===== src/rtl/laser_multi_transmitter.sv =====
// -----------------------------------------------------------------------------
// laser_multi_transmitter
//
// Multi-channel LaserDrop line transmitter. Each channel accepts one DATA_W-bit
// word through a valid/ready handshake and sends it as a framed stream
// (START, DATA MSB first, optional PARITY, STOP) on a complementary laser
// pair. All channels share one programmable bit-period tick generator.
//
// Optional feature macro: LASER_TX_PARITY_EN
//   defined   -> an even-parity bit (XOR of the word) is sent between DATA
//                and STOP
//   undefined -> DATA goes straight to STOP
//
// Parameters:
//   NUM_CH  number of independent channels (>= 1)
//   DATA_W  bits per word (>= 1)
//   DIV_W   width of the bit-period divider
//
// Ports:
//   clock       system clock
//   reset       asynchronous active-high reset
//   en          global enable; low aborts every frame and holds lasers off
//   divider     bit period in clock cycles (0 behaves as 1)
//   data_in     word for channel i at [i*DATA_W +: DATA_W]
//   data_valid  per-channel word valid
//   data_ready  per-channel ready (transfer on valid & ready at a clock edge)
//   laser_out   channel i pair at [2i+1:2i] = {bit, ~bit}, 2'b00 when idle
//   busy        channel i is mid-frame
//   done        one-cycle pulse when channel i completes its STOP bit
// -----------------------------------------------------------------------------
module laser_multi_transmitter #(
   parameter int NUM_CH = 2,
   parameter int DATA_W = 8,
   parameter int DIV_W  = 8
) (
   input  logic                       clock,
   input  logic                       reset,
   input  logic                       en,
   input  logic [DIV_W-1:0]           divider,
   input  logic [NUM_CH*DATA_W-1:0]   data_in,
   input  logic [NUM_CH-1:0]          data_valid,
   output logic [NUM_CH-1:0]          data_ready,
   output logic [2*NUM_CH-1:0]        laser_out,
   output logic [NUM_CH-1:0]          busy,
   output logic [NUM_CH-1:0]          done
);

   localparam int IDX_W = (DATA_W > 1) ? $clog2(DATA_W) : 1;

   localparam logic [DIV_W-1:0] DIV_ZERO_C = {DIV_W{1'b0}};
   localparam logic [DIV_W-1:0] DIV_ONE_C  = DIV_W'(1'b1);
   localparam logic [IDX_W-1:0] IDX_ZERO_C = {IDX_W{1'b0}};
   localparam logic [IDX_W-1:0] IDX_ONE_C  = IDX_W'(1'b1);
   localparam logic [IDX_W-1:0] IDX_LAST_C = IDX_W'(DATA_W - 1);

   typedef enum logic [2:0] {
      ST_IDLE   = 3'd0,
      ST_SYNC   = 3'd1,
      ST_START  = 3'd2,
      ST_DATA   = 3'd3,
`ifdef LASER_TX_PARITY_EN
      ST_PARITY = 3'd4,
`endif
      ST_STOP   = 3'd5
   } state_t;

`ifdef LASER_TX_PARITY_EN
   // Even parity: the transmitted bit makes the total count of ones even.
   function automatic logic even_parity(input logic [DATA_W-1:0] word);
      return ^word;
   endfunction
`endif

   // ---------------------------------------------------------------------
   // Shared bit-period tick generator
   // ---------------------------------------------------------------------
   logic [DIV_W-1:0] cnt_r;
   logic [DIV_W-1:0] per_r;
   logic [DIV_W-1:0] div_eff_s;
   logic [DIV_W-1:0] cur_per_s;
   logic             tick_s;

   // Period in force: divider is looked at only on the first cycle of a period
   // (counter at 0) and held in per_r for the rest of that period.
   always_comb begin
      div_eff_s = divider;
      cur_per_s = per_r;
      if (divider == DIV_ZERO_C) begin
         div_eff_s = DIV_ONE_C;
      end else begin
         div_eff_s = divider;
      end
      if (cnt_r == DIV_ZERO_C) begin
         cur_per_s = div_eff_s;
      end else begin
         cur_per_s = per_r;
      end
      tick_s = en && (cnt_r == (cur_per_s - DIV_ONE_C));
   end

   // Period counter: free-runs 0..P-1 while enabled, parked at 0 otherwise.
   always_ff @(posedge clock or posedge reset) begin
      if (reset) begin
         cnt_r <= DIV_ZERO_C;
         per_r <= DIV_ONE_C;
      end else if (!en) begin
         cnt_r <= DIV_ZERO_C;
         per_r <= per_r;
      end else begin
         if (cnt_r == DIV_ZERO_C) begin
            per_r <= cur_per_s;
         end
         if (tick_s) begin
            cnt_r <= DIV_ZERO_C;
         end else begin
            cnt_r <= cnt_r + DIV_ONE_C;
         end
      end
   end

   // ---------------------------------------------------------------------
   // Per-channel framing FSMs
   // ---------------------------------------------------------------------
   for (genvar gi = 0; gi < NUM_CH; gi++) begin : g_ch
      state_t            state_r;
      state_t            nxt_state_s;
      logic [IDX_W-1:0]  idx_r;
      logic [IDX_W-1:0]  nxt_idx_s;
      logic [DATA_W-1:0] word_r;
      logic [DATA_W-1:0] nxt_word_s;
      logic              rdy_r;
      logic              busy_r;
      logic              done_r;
      logic [1:0]        laser_r;
      logic              nxt_rdy_s;
      logic              nxt_busy_s;
      logic              nxt_done_s;
      logic [1:0]        nxt_laser_s;
      logic              line_bit_s;

      // Next state plus the output values that go with it, so that every
      // output is a flop aligned with the state register.
      always_comb begin
         nxt_state_s = state_r;
         nxt_idx_s   = idx_r;
         nxt_word_s  = word_r;
         nxt_done_s  = 1'b0;
         nxt_laser_s = 2'b00;
         line_bit_s  = 1'b0;

         if (!en) begin
            // Abort: drop the frame and the latched word, no done pulse.
            nxt_state_s = ST_IDLE;
            nxt_idx_s   = IDX_ZERO_C;
            nxt_word_s  = {DATA_W{1'b0}};
         end else begin
            case (state_r)
               ST_IDLE: begin
                  if (data_valid[gi] && rdy_r) begin
                     nxt_state_s = ST_SYNC;
                     nxt_word_s  = data_in[gi*DATA_W +: DATA_W];
                  end else begin
                     nxt_state_s = ST_IDLE;
                  end
               end
               ST_SYNC: begin
                  if (tick_s) begin
                     nxt_state_s = ST_START;
                  end else begin
                     nxt_state_s = ST_SYNC;
                  end
               end
               ST_START: begin
                  if (tick_s) begin
                     nxt_state_s = ST_DATA;
                     nxt_idx_s   = IDX_LAST_C;
                  end else begin
                     nxt_state_s = ST_START;
                  end
               end
               ST_DATA: begin
                  if (tick_s && (idx_r == IDX_ZERO_C)) begin
`ifdef LASER_TX_PARITY_EN
                     nxt_state_s = ST_PARITY;
`else
                     nxt_state_s = ST_STOP;
`endif
                  end else if (tick_s) begin
                     nxt_idx_s = idx_r - IDX_ONE_C;
                  end else begin
                     nxt_state_s = ST_DATA;
                  end
               end
`ifdef LASER_TX_PARITY_EN
               ST_PARITY: begin
                  if (tick_s) begin
                     nxt_state_s = ST_STOP;
                  end else begin
                     nxt_state_s = ST_PARITY;
                  end
               end
`endif
               ST_STOP: begin
                  if (tick_s) begin
                     nxt_state_s = ST_IDLE;
                     nxt_done_s  = 1'b1;
                  end else begin
                     nxt_state_s = ST_STOP;
                  end
               end
               default: begin
                  nxt_state_s = ST_IDLE;
               end
            endcase
         end

         case (nxt_state_s)
            ST_START: line_bit_s = 1'b1;
            ST_DATA:  line_bit_s = nxt_word_s[nxt_idx_s];
`ifdef LASER_TX_PARITY_EN
            ST_PARITY: line_bit_s = even_parity(nxt_word_s);
`endif
            ST_STOP:  line_bit_s = 1'b0;
            default:  line_bit_s = 1'b0;
         endcase

         if ((nxt_state_s == ST_IDLE) || (nxt_state_s == ST_SYNC)) begin
            nxt_laser_s = 2'b00;
         end else begin
            nxt_laser_s = {line_bit_s, ~line_bit_s};
         end

         nxt_rdy_s  = en && (nxt_state_s == ST_IDLE);
         nxt_busy_s = (nxt_state_s != ST_IDLE);
      end

      // Channel state and registered outputs.
      always_ff @(posedge clock or posedge reset) begin
         if (reset) begin
            state_r <= ST_IDLE;
            idx_r   <= IDX_ZERO_C;
            word_r  <= {DATA_W{1'b0}};
            rdy_r   <= 1'b0;
            busy_r  <= 1'b0;
            done_r  <= 1'b0;
            laser_r <= 2'b00;
         end else begin
            state_r <= nxt_state_s;
            idx_r   <= nxt_idx_s;
            word_r  <= nxt_word_s;
            rdy_r   <= nxt_rdy_s;
            busy_r  <= nxt_busy_s;
            done_r  <= nxt_done_s;
            laser_r <= nxt_laser_s;
         end
      end

      assign data_ready[gi]      = rdy_r;
      assign busy[gi]            = busy_r;
      assign done[gi]            = done_r;
      assign laser_out[2*gi +: 2] = laser_r;
   end

endmodule


===== config.mk =====
export PLATFORM = sky130hd
export DESIGN_NAME = laser_multi_transmitter
export DESIGN_NICKNAME = d
export VERILOG_FILES = /design/src/rtl/laser_multi_transmitter.sv
export SDC_FILE = /design/constraint.sdc
export NUM_CORES = 1
export LEC_CHECK = 0
export BUFFER_PORTS_ARGS = -buffer_cell sky130_fd_sc_hd__buf_2
export CORE_MARGIN = 2
export CORE_UTILIZATION = 58
export DETAILED_ROUTE_END_ITERATION = 8
export GPL_ROUTABILITY_DRIVEN = 0
export PLACE_DENSITY = 0.88
export SLEW_MARGIN = 20
export SYNTH_ARGS = -nofsm -noshare
export SYNTH_HDL_FRONTEND = slang
export SYNTH_SLANG_ARGS = --single-unit

===== constraint.sdc =====
create_clock -name clock -period 12.3 [get_ports clock]
set_input_delay 1.23 -clock clock [delete_from_list [all_inputs] [get_ports clock]]
set_output_delay 1.23 -clock clock [all_outputs]
set_load 0.02 [all_outputs]

==> results of run 1 <==
-- routing by layer --
metal / vias to the layer above / global-route usage [%]
met5: - / 0
met4: 0 / 8.525
met3: 19 / 3.696
met2: 75 / 43.55
met1: 1385 / 30.08
li1: 1412 / -
-- logic make-up (layout without fill, tap and decap cells) --
family / after synthesis / after routing / share of synthesized area [%]
and+or+nand+nor: 158 / 158 / 24.96
DFF: 54 / 54 / 37.84
muxes: 38 / 38 / 11.06
xor gates and xnor gates: 11 / 11 / 2.695
buffers and inverters: 40 / 63 / 5.285
adders and majority gates: 9 / 9 / 3.150
AOI/OAI and AO/OA: 70 / 70 / 15.02
-- metrics by stage --
stage | setup WS, ns | total power [mW] | hold WS (ns)
global route | 6.471 | 0.4455 | 0.5802
CTS | 6.917 | 0.4234 | 0.5496
finish | 6.884 | 0.4216 | 0.5526
detailed placement | 6.717 | 0.3183 | 0.5284
floorplan | 7.432 | 0.2910 | 0.5029
global placement | 6.981 | 0.3130 | 0.5245
-- flip-flops by register name, indices dropped and copies added (netlist names) --
register	flops
g_ch.done_r	2
g_ch.idx_r	6
g_ch.word_r	16
g_ch.rdy_r	2
g_ch.state_r	6
g_ch.laser_r	4
per_r	8
cnt_r	8
g_ch.busy_r	2
-- final cells by class --
type / count / share of cell area, %
tap: 75 / 2.447
timing repair buffer: 38 / 4.959
clock inverter: 2 / 0.4568
sequential: 54 / 35.27
clock buffer: 6 / 2.153
multi-input combinational: 286 / 53.02
inverter: 17 / 1.697
-- worst max-delay path by stage --
stage	cells after the start	slack [ns]	startpoint	end
floorplan	17	7.43	divider[4]	g_ch[0].laser_r[0]
global placement	17	6.98	divider[5]	g_ch[1].laser_r[0]
detailed placement	17	6.72	divider[5]	g_ch[0].laser_r[0]
CTS	18	6.92	cnt_r[0]	g_ch[0].laser_r[0]
global route	18	6.47	cnt_r[0]	g_ch[1].laser_r[0]
finish	18	6.88	cnt_r[0]	g_ch[0].laser_r[0]
-- worst max-delay path, delay by kind of cell (launching register included) --
family          cells  cell delay, ns
simple gates        7            2.66
compound gates      5            0.87
fa+ha+maj           3            0.76
flops               1            0.48
mux                 1            0.32
buf+inv             1            0.10
xor+xnor            1            0.10
-- synth_stat cells, types with 7 or more instances --
cell type,n
buf_4,7
o21ai_0,13
nand3_1,11
ha_1,9
nor2_1,31
xor2_1,7
nor2b_1,23
inv_1,17
mux2i_1,26
mux2_2,12
nand2_1,25
nor3_1,10
clkbuf_1,10
nand2b_1,9
a21oi_1,8
dfrtp_1,53
-- power breakdown --
part | switching, mW | internal [mW] | total (mW)
clock | 0.0589 | 0.0464 | 0.105
sequential | 0.0138 | 0.191 | 0.205
combinational | 0.0641 | 0.0478 | 0.112
==> results.json, run 1 <==
{
  "nets": 440,
  "synth.top_cells.by_area": "dfrtp_1 37%, mux2i_1 7.3%, nor2b_1 4.0%",
  "io-pin-count": 39,
  "die-height_um": 82.51,
  "cp_data_required_time_ns": 12.49,
  "netlist_instances": 380,
  "core_area_mm2": 0.005956,
  "highest_layer": "met4",
  "slew_headroom_pct": 39.28,
  "synth_ff_type": "dfrtp_1",
  "clk_latency_ns": 0.32,
  "final_util_pct": 64.39,
  "setup_tns_ns": 0,
  "fin_area_mm2": 0.003835,
  "cp_common_cell": "ha_1",
  "instances_no_fill": 478,
  "cts.sinks": 54,
  "yosys_warnings": 0,
  "root_buffer": "clkbuf_8",
  "critPathKind": "reg2reg",
  "via_count": 2891,
  "drt-total-wl_um": 7620,
  "fillers": 509,
  "min_from": "per_r[1]",
  "numCtsBuffers": 5,
  "min_to": "per_r[1]",
  "dr.pass1.iters": 4,
  "placed_cells": 470,
  "ys_async_sr_fraction_pct": 100.0,
  "critPathMaxStageDelay_ns": 0.53,
  "cts_resized": 0,
  "grt_pass1_wl_um": 12760,
  "dr.first_iter.drc_count": 133,
  "h-tree-depth": 2,
  "n_antenna_cell": 0,
  "p_leak_nw": 1.769,
  "synth_top_area_share_pct": 37.10,
  "syn_nets": 418,
  "drv_slew": 0,
  "wl_met1_um": 3358,
  "drv_cap": 0,
  "rrSetupSlack_ns": 6.88,
  "crit_path_start_kind": "flop",
  "finalClockSkew_ns": 0.007790,
  "setup-violations-final": 0,
  "mostFrequentLayoutCells": "53 x dfrtp_1, 38 x buf_2, 31 x nor2_1",
  "powerDensity_mw_per_mm2": 109.9,
  "synth.avg_cell_area_um2": 9.407,
  "critical-path-slowest-cell": "or4b_4",
  "cts_buffer_depth": 2,
  "cts_setup_buffers": 0,
  "grt_overflow": 0,
  "synth_seq_area_share_pct": 37.84,
  "cp.arrival_ns": 5.61,
  "status": "finished, final reports clean",
  "viasPerCell": 6.048,
  "cp_cell_sequence": "inv_1 -> ha_1 -> or4b_4 -> nor2_2 -> mux2i_1 -> ha_1 -> xor2_1 -> and3_1 -> nor3_2 -> o221ai_1 -> or2_0 -> ha_1 -> or3_1 -> o21ai_0 -> a211oi_2 -> or3b_1 -> o2111ai_1 -> o211ai_1",
  "die-area_mm2": 0.006807,
  "whs_path_depth": 1,
  "fmax_ghz": 0.1846,
  "clk_pin_slew_ns": 0.10,
  "cts_tree": "yes",
  "layout_commonest_cell": "dfrtp_1",
  "wl_met3_um": 327,
  "syn_to_final_growth_pct": 7.280,
  "ir_drop_mv": 0.07462,
  "syn_area_mm2": 0.003575,
  "die_w_um": 82.51,
  "grt_pass1_vias": 2842,
  "worst_slew_pin_slew_ns": 0.9108,
  "multi_input_area_mm2": 0.002033,
  "crit_path_end_kind": "flop",
  "place_area_mm2": 0.003734,
  "rsz0062_at_grt": "false",
  "rr_endpoint": "g_ch[0].laser_r[0]",
  "post-route-min-period_ns": 5.416,
  "worstPathMaxFanout": 10,
  "area.sequential_mm2": 0.001353,
  "ys_seq_elements": 54,
  "synth-edff-count": 0,
  "wl_met2_um": 3773,
  "regToRegStartpoint": "cnt_r[0]",
  "track_usage_pct": 24.42,
  "cts-hold-fix-buffers": 0,
  "finalHoldViolations": 0,
  "synth_top_area_cell": "dfrtp_1",
  "rows": 28,
  "dp_hpwl_um": 5744,
  "port-buffer-count": 38,
  "drive_above_1_share_pct": 18.86,
  "start_util_pct": 60.02,
  "antenna_found_initial": 0,
  "hold_class": "reg2reg",
  "ant_nets": 0,
  "r2r_cells": 18,
  "synthDistinctLibCells": 62,
  "drc_errors": 0,
  "wl_per_cell_um": 15.94,
  "min_period_over_period_pct": 44.03,
  "grt_max_degree": 55
}
(Power assumes the default switching activity.)
==> run 2, diff against run 1 <==
clock period = 5.4 ns   (was 12.3 ns; I/O delays follow)
==> results.json, run 2 (synthesis gave the netlist of run 1 again) <==
{
  "status": "finished, final reports clean",
  "p_comb_share_pct": 27.2,
  "dr.pass1.iters": 5,
  "seq_power_share_pct": 49.5,
  "nets": 442,
  "swShare_pct": 32.03,
  "rows": 28,
  "root_buffer": "clkbuf_8",
  "n_antenna_cell": 0,
  "slew_headroom_pct": 38.82,
  "cp.depth": 19,
  "critPathMaxStageDelay_ns": 0.52,
  "rr_endpoint": "g_ch[0].laser_r[0]",
  "grt_max_degree": 55,
  "setup-violations-final": 0,
  "cp_data_required_time_ns": 5.57,
  "layout_commonest_cell": "dfrtp_1",
  "drv_slew": 0,
  "rrSetupSlack_ns": 0.40,
  "track_usage_pct": 24.88,
  "min_period_over_period_pct": 92.57,
  "cp_common_cell": "ha_1",
  "multi_input_area_mm2": 0.002037,
  "wl_per_cell_um": 15.78,
  "worstPathMaxFanout": 10,
  "crit_buf_inv": 2,
  "drv_cap": 0,
  "crit_path_end_kind": "flop",
  "syn_to_final_growth_pct": 7.420,
  "clkPwrFrac_pct": 23.3,
  "drc_errors": 0,
  "switchingPower_uw": 301.3,
  "drive_above_1_share_pct": 19.26,
  "antenna_found_initial": 0,
  "start_util_pct": 60.02,
  "clk_latency_ns": 0.31,
  "port-buffer-count": 38,
  "rsz0062_at_grt": "false",
  "numCtsBuffers": 5,
  "top_register": "g_ch.word_r",
  "cp_cell_sequence": "inv_1 -> ha_1 -> or4b_4 -> nor2_2 -> mux2i_2 -> ha_1 -> xor2_1 -> a21oi_1 -> nor3_2 -> buf_4 -> o221ai_1 -> or2_1 -> ha_1 -> or3_1 -> o21ai_0 -> a211oi_2 -> or3b_1 -> o2111ai_1 -> o211ai_1",
  "die_w_um": 82.51,
  "p_leak_nw": 1.771,
  "fmax_ghz": 0.2000,
  "h-tree-depth": 2,
  "mostFrequentLayoutCells": "53 x dfrtp_1, 38 x buf_2, 31 x nor2_1",
  "cts.sinks": 54,
  "area.sequential_mm2": 0.001353,
  "cts_buffer_depth": 2,
  "dp_hpwl_um": 5683,
  "powerDensity_mw_per_mm2": 244.9,
  "via_count": 2918,
  "regToRegStartpoint": "cnt_r[0]",
  "io-pin-count": 39,
  "ir_drop_mv": 0.1591,
  "finalClockSkew_ns": 0.01725,
  "post-route-min-period_ns": 4.999,
  "grt_pass1_wl_um": 13080,
  "largest_reg_flops": 16,
  "die-area_mm2": 0.006807,
  "hold_class": "in2async",
  "crit_family": "simple AND/OR/NAND/NOR gates",
  "grt_pass1_vias": 2961,
  "worst_slew_pin_slew_ns": 0.9177,
  "ant_nets": 0,
  "p_int_uw": 639.2,
  "place_area_mm2": 0.003749,
  "core_area_mm2": 0.005956,
  "setup_slack_ns": 0.4010,
  "grt_overflow": 0,
  "critical-path-slowest-cell": "or4b_4",
  "fin_area_mm2": 0.003840,
  "setup_tns_ns": 0,
  "pre_cts_ws_ns": 0.4269,
  "finalHoldViolations": 0,
  "clk_pin_slew_ns": 0.10,
  "die-height_um": 82.51,
  "viasPerCell": 6.079,
  "cts_tree": "yes",
  "drt-total-wl_um": 7572,
  "r2r_cells": 19,
  "fillers": 497,
  "cp.arrival_ns": 5.17,
  "cts-hold-fix-buffers": 0,
  "crit_path_start_kind": "flop",
  "top_regs": "g_ch.word_r (16), cnt_r (8), per_r (8)",
  "critPathKind": "reg2reg",
  "dr.first_iter.drc_count": 168
}
run 2: cell count changes in the layout (fill, tap and decap cells not counted):
cell / before / now
buf_4: 0 / 2
clkbuf_1: 0 / 1
clkbuf_8: 6 / 5
clkinv_2: 1 / 2
clkinv_4: 2 / 1
mux2i_1: 26 / 25
mux2i_2: 0 / 1
or2_0: 1 / 0
or2_1: 1 / 2
run 2: cell type report:
class / instances / share of cell area, %
Inverter: 17 / 1.694
Tap cell: 75 / 2.444
Clock inverter: 2 / 0.3584
Multi-Input combinational cell: 286 / 53.05
Timing Repair Buffer: 40 / 5.344
Sequential cell: 54 / 35.22
Clock buffer: 6 / 1.890
run 2: power by group through the flow:
stage | registers (mW) | logic, mW | clock network (mW)
global placement | 0.472 | 0.243 | 0
detailed placement | 0.473 | 0.251 | 0
CTS | 0.465 | 0.252 | 0.226
global route | 0.471 | 0.284 | 0.238
floorplan | 0.460 | 0.202 | 0
finish | 0.466 | 0.255 | 0.219
run 2: worst max path at each step:
stage / to / slack [ns] / startpoint
after floorplan: g_ch[0].laser_r[0] / 0.80 / cnt_r[0]
after detailed placement: g_ch[0].laser_r[0] / 0.43 / cnt_r[0]
after CTS: g_ch[0].laser_r[0] / 0.38 / cnt_r[0]
after global placement: g_ch[1].laser_r[0] / 0.67 / cnt_r[0]
final: g_ch[0].laser_r[0] / 0.40 / cnt_r[0]
after global routing: g_ch[0].laser_r[0] / 0.003 / cnt_r[0]
run 2: per-layer routing:
layer  routed length, um  global-route usage (%)
met5                   0                       0
met4                 104                   8.033
met3                 386                   3.696
met2                3808                   44.84
met1                3272                   30.55
run 2: metrics by stage:
stage	std cells	hold slack (ns)	total power, mW	util, %
after global routing	480	0.4867	0.9938	64.47
after detailed placement	472	0.5331	0.7245	62.94
final	480	0.3912	0.9404	64.47
after CTS	480	0.5165	0.9435	64.39
after global placement	472	0.5333	0.7143	62.94
after floorplan	380	0.5029	0.6627	-
run 2: repair_timing:
| item | 4_1_cts | 5_1_grt |
|---|---|---|
| setup endpoints to repair | 0 | 2 |
| setup buffers | 0 | 0 |
| gates resized for setup | 0 | 2 |
==> run 3, diff against run 2 <==
ABC_AREA = 1   (was not set)
==> results.json, run 3 <==
{
  "drc_errors": 0,
  "critPathKind": "reg2reg",
  "slew_headroom_pct": 39.85,
  "holdWs_ns": 0.3717,
  "synth_top_area_share_pct": 38.45,
  "hold_class": "in2async",
  "syn_nets": 527,
  "yosys_warnings": 0,
  "worstPathMaxFanout": 19,
  "die-height_um": 81.12,
  "synth-edff-count": 0,
  "track_usage_pct": 23.43,
  "rows": 28,
  "crit_path_end_kind": "flop",
  "port-buffer-count": 38,
  "rr_endpoint": "g_ch[0].laser_r[0]",
  "cts_setup_buffers": 0,
  "min_period_over_period_pct": 71.95,
  "highest_layer": "met4",
  "yosysMostFrequentCell": "nand2_1",
  "synthDistinctLibCells": 34,
  "p_leak_nw": 2.022,
  "powerDensity_mw_per_mm2": 245.5,
  "grt_pass1_vias": 2923,
  "wl_met3_um": 231,
  "synth_top_area_cell": "dfrtp_1",
  "layout_commonest_cell": "nand2_1",
  "setup_tns_ns": 0,
  "synth.top_cells.by_area": "dfrtp_1 38%, nand2_1 14%, inv_1 7.8%",
  "drt-total-wl_um": 7081,
  "grt_pass1_wl_um": 12170,
  "finalHoldViolations": 0,
  "mostFrequentLayoutCells": "132 x nand2_1, 71 x inv_1, 71 x nor2_1",
  "syn_to_final_growth_pct": 8.560,
  "netlist_instances": 489,
  "ir_drop_mv": 0.1302,
  "fmax_ghz": 0.2574,
  "fillers": 531,
  "regToRegStartpoint": "cnt_r[0]",
  "start_util_pct": 58.96,
  "synth.avg_cell_area_um2": 7.054,
  "die_w_um": 81.12,
  "wl_met2_um": 3633,
  "drv_slew": 0,
  "wl_met1_um": 3116,
  "rsz0062_at_grt": "false",
  "syn_area_mm2": 0.003450,
  "finalClockSkew_ns": 0.01171,
  "cts_resized": 0,
  "cts_tree": "yes",
  "power_uw": 919.5,
  "synth_seq_area_share_pct": 39.21,
  "ys_seq_elements": 54,
  "dp_hpwl_um": 5308,
  "synthTopCellsByCount": "132 x nand2_1, 72 x inv_1, 71 x nor2_1",
  "place_area_mm2": 0.003650,
  "worst_slew_pin_slew_ns": 0.9022,
  "ys_async_sr_fraction_pct": 100.0,
  "drive_above_1_share_pct": 15.30,
  "fin_area_mm2": 0.003745,
  "cts.sinks": 54,
  "grt_overflow": 0,
  "core_area_mm2": 0.005851,
  "cp.arrival_ns": 4.10,
  "io-pin-count": 39,
  "rrSetupSlack_ns": 1.51,
  "nets": 560,
  "n_antenna_cell": 0,
  "grt_max_degree": 55,
  "post-route-min-period_ns": 3.885,
  "clk_pin_slew_ns": 0.11,
  "top_register": "g_ch.word_r",
  "numCtsBuffers": 5,
  "die-area_mm2": 0.006580,
  "h-tree-depth": 2,
  "largest_reg_flops": 16,
  "synth_ff_type": "dfrtp_1",
  "r2r_cells": 26,
  "crit_path_start_kind": "flop",
  "cts_buffer_depth": 2,
  "ant_nets": 0,
  "top_regs": "g_ch.word_r (16), cnt_r (8), per_r (8)",
  "wl_per_cell_um": 11.84,
  "root_buffer": "clkbuf_8",
  "setup-violations-final": 0,
  "status": "finished, final reports clean",
  "cp_data_required_time_ns": 5.62,
  "clk_latency_ns": 0.32,
  "via_count": 3102,
  "cts-hold-fix-buffers": 0,
  "dr.pass1.iters": 5,
  "viasPerCell": 5.187,
  "drv_cap": 0,
  "dr.first_iter.drc_count": 136,
  "antenna_found_initial": 0
}
run 3: changes by cell type in the layout (fill, tap and decap cells not counted), moves of 6 or more:
cell	previous run	this run
nand2b_1	9	0
o211ai_1	6	0
nor2_1	31	71
nand2_2	1	9
nand3_1	11	40
nor2b_1	23	0
a41oi_1	6	0
mux2_2	12	0
nand2_1	25	132
inv_1	16	71
o21ai_0	13	25
mux2i_1	25	0
run 3: worst max path at each step:
stage                        start            endpoint  depth (start not counted)  slack [ns]
after global placement    cnt_r[0]  g_ch[0].laser_r[0]                         26        1.77
after detailed placement  cnt_r[0]  g_ch[0].laser_r[0]                         26        1.56
after CTS                 cnt_r[0]  g_ch[1].laser_r[0]                         25        1.52
after floorplan           cnt_r[0]  g_ch[0].laser_r[0]                         29        1.96
after global routing      cnt_r[0]  g_ch[1].laser_r[0]                         25        1.09
final                     cnt_r[0]  g_ch[0].laser_r[0]                         26        1.51
run 3: routing by layer:
metal  track usage (%)  vias up
met5                 0        -
met4             8.136        0
met3             3.111       13
met2             42.81       72
met1             28.20     1437
li1                  -     1580
run 3: area by class of cell:
cell class,count,area (um^2),area share [%]
multi-input cells,346,1724,46.04
inverters,77,290.3,7.751
clock buffers,5,68.82,1.838
repair buffers,38,190.2,5.079
clock inverters,3,25.02,0.6682
flip-flops and latches,54,1353,36.12
well taps,75,93.84,2.506
run 3: metrics by stage:
step / setup slack [ns] / cells / util, %
after global placement: 1.772 / 590 / 62.38
after detailed placement: 1.562 / 590 / 62.38
after floorplan: 1.957 / 489 / -
after CTS: 1.519 / 598 / 63.99
after global routing: 1.095 / 598 / 64.01
final: 1.515 / 598 / 64.01
run 3: cells by family (layout without fill, tap and decap cells):
family	count (synthesis)	in the layout	synth area share [%]
AND/OR/NAND/NOR	288	288	38.16
buffers and inverters	89	123	10.81
flip-flops	54	54	39.21
AO/OA/AOI/OAI	42	42	6.783
adder cells (fa/ha/maj)	9	9	3.264
XOR/XNOR	7	7	1.777
run 3: critical path: stages, from the launching register on:
cell and delay (ns):
dfrtp_1 0.42, inv_1 0.12, ha_1 0.19, nand3_1 0.10, nor2_2 0.42, nand2_1 0.10
nand2_1 0.11, ha_1 0.22, xor2_1 0.20, inv_1 0.06, nand2_1 0.06, nand3_1 0.07
nor2_1 0.13, nand2_2 0.11, nor2_8 0.13, nand3_4 0.22, ha_1 0.35, nand3_1 0.14
nand3_4 0.12, nand2_4 0.10, nand2_1 0.06, nand3_1 0.07, nand2_1 0.05, nand2_1 0.05
nand3_1 0.09, nand2_2 0.08, nor2_2 0.03
run 3: power breakdown:
group	leakage, nW	internal [mW]	switching, mW
clock network	0.0447	0.0939	0.141
logic	1.26	0.0773	0.158
registers	0.718	0.435	0.0136
total	2.02	0.607	0.313
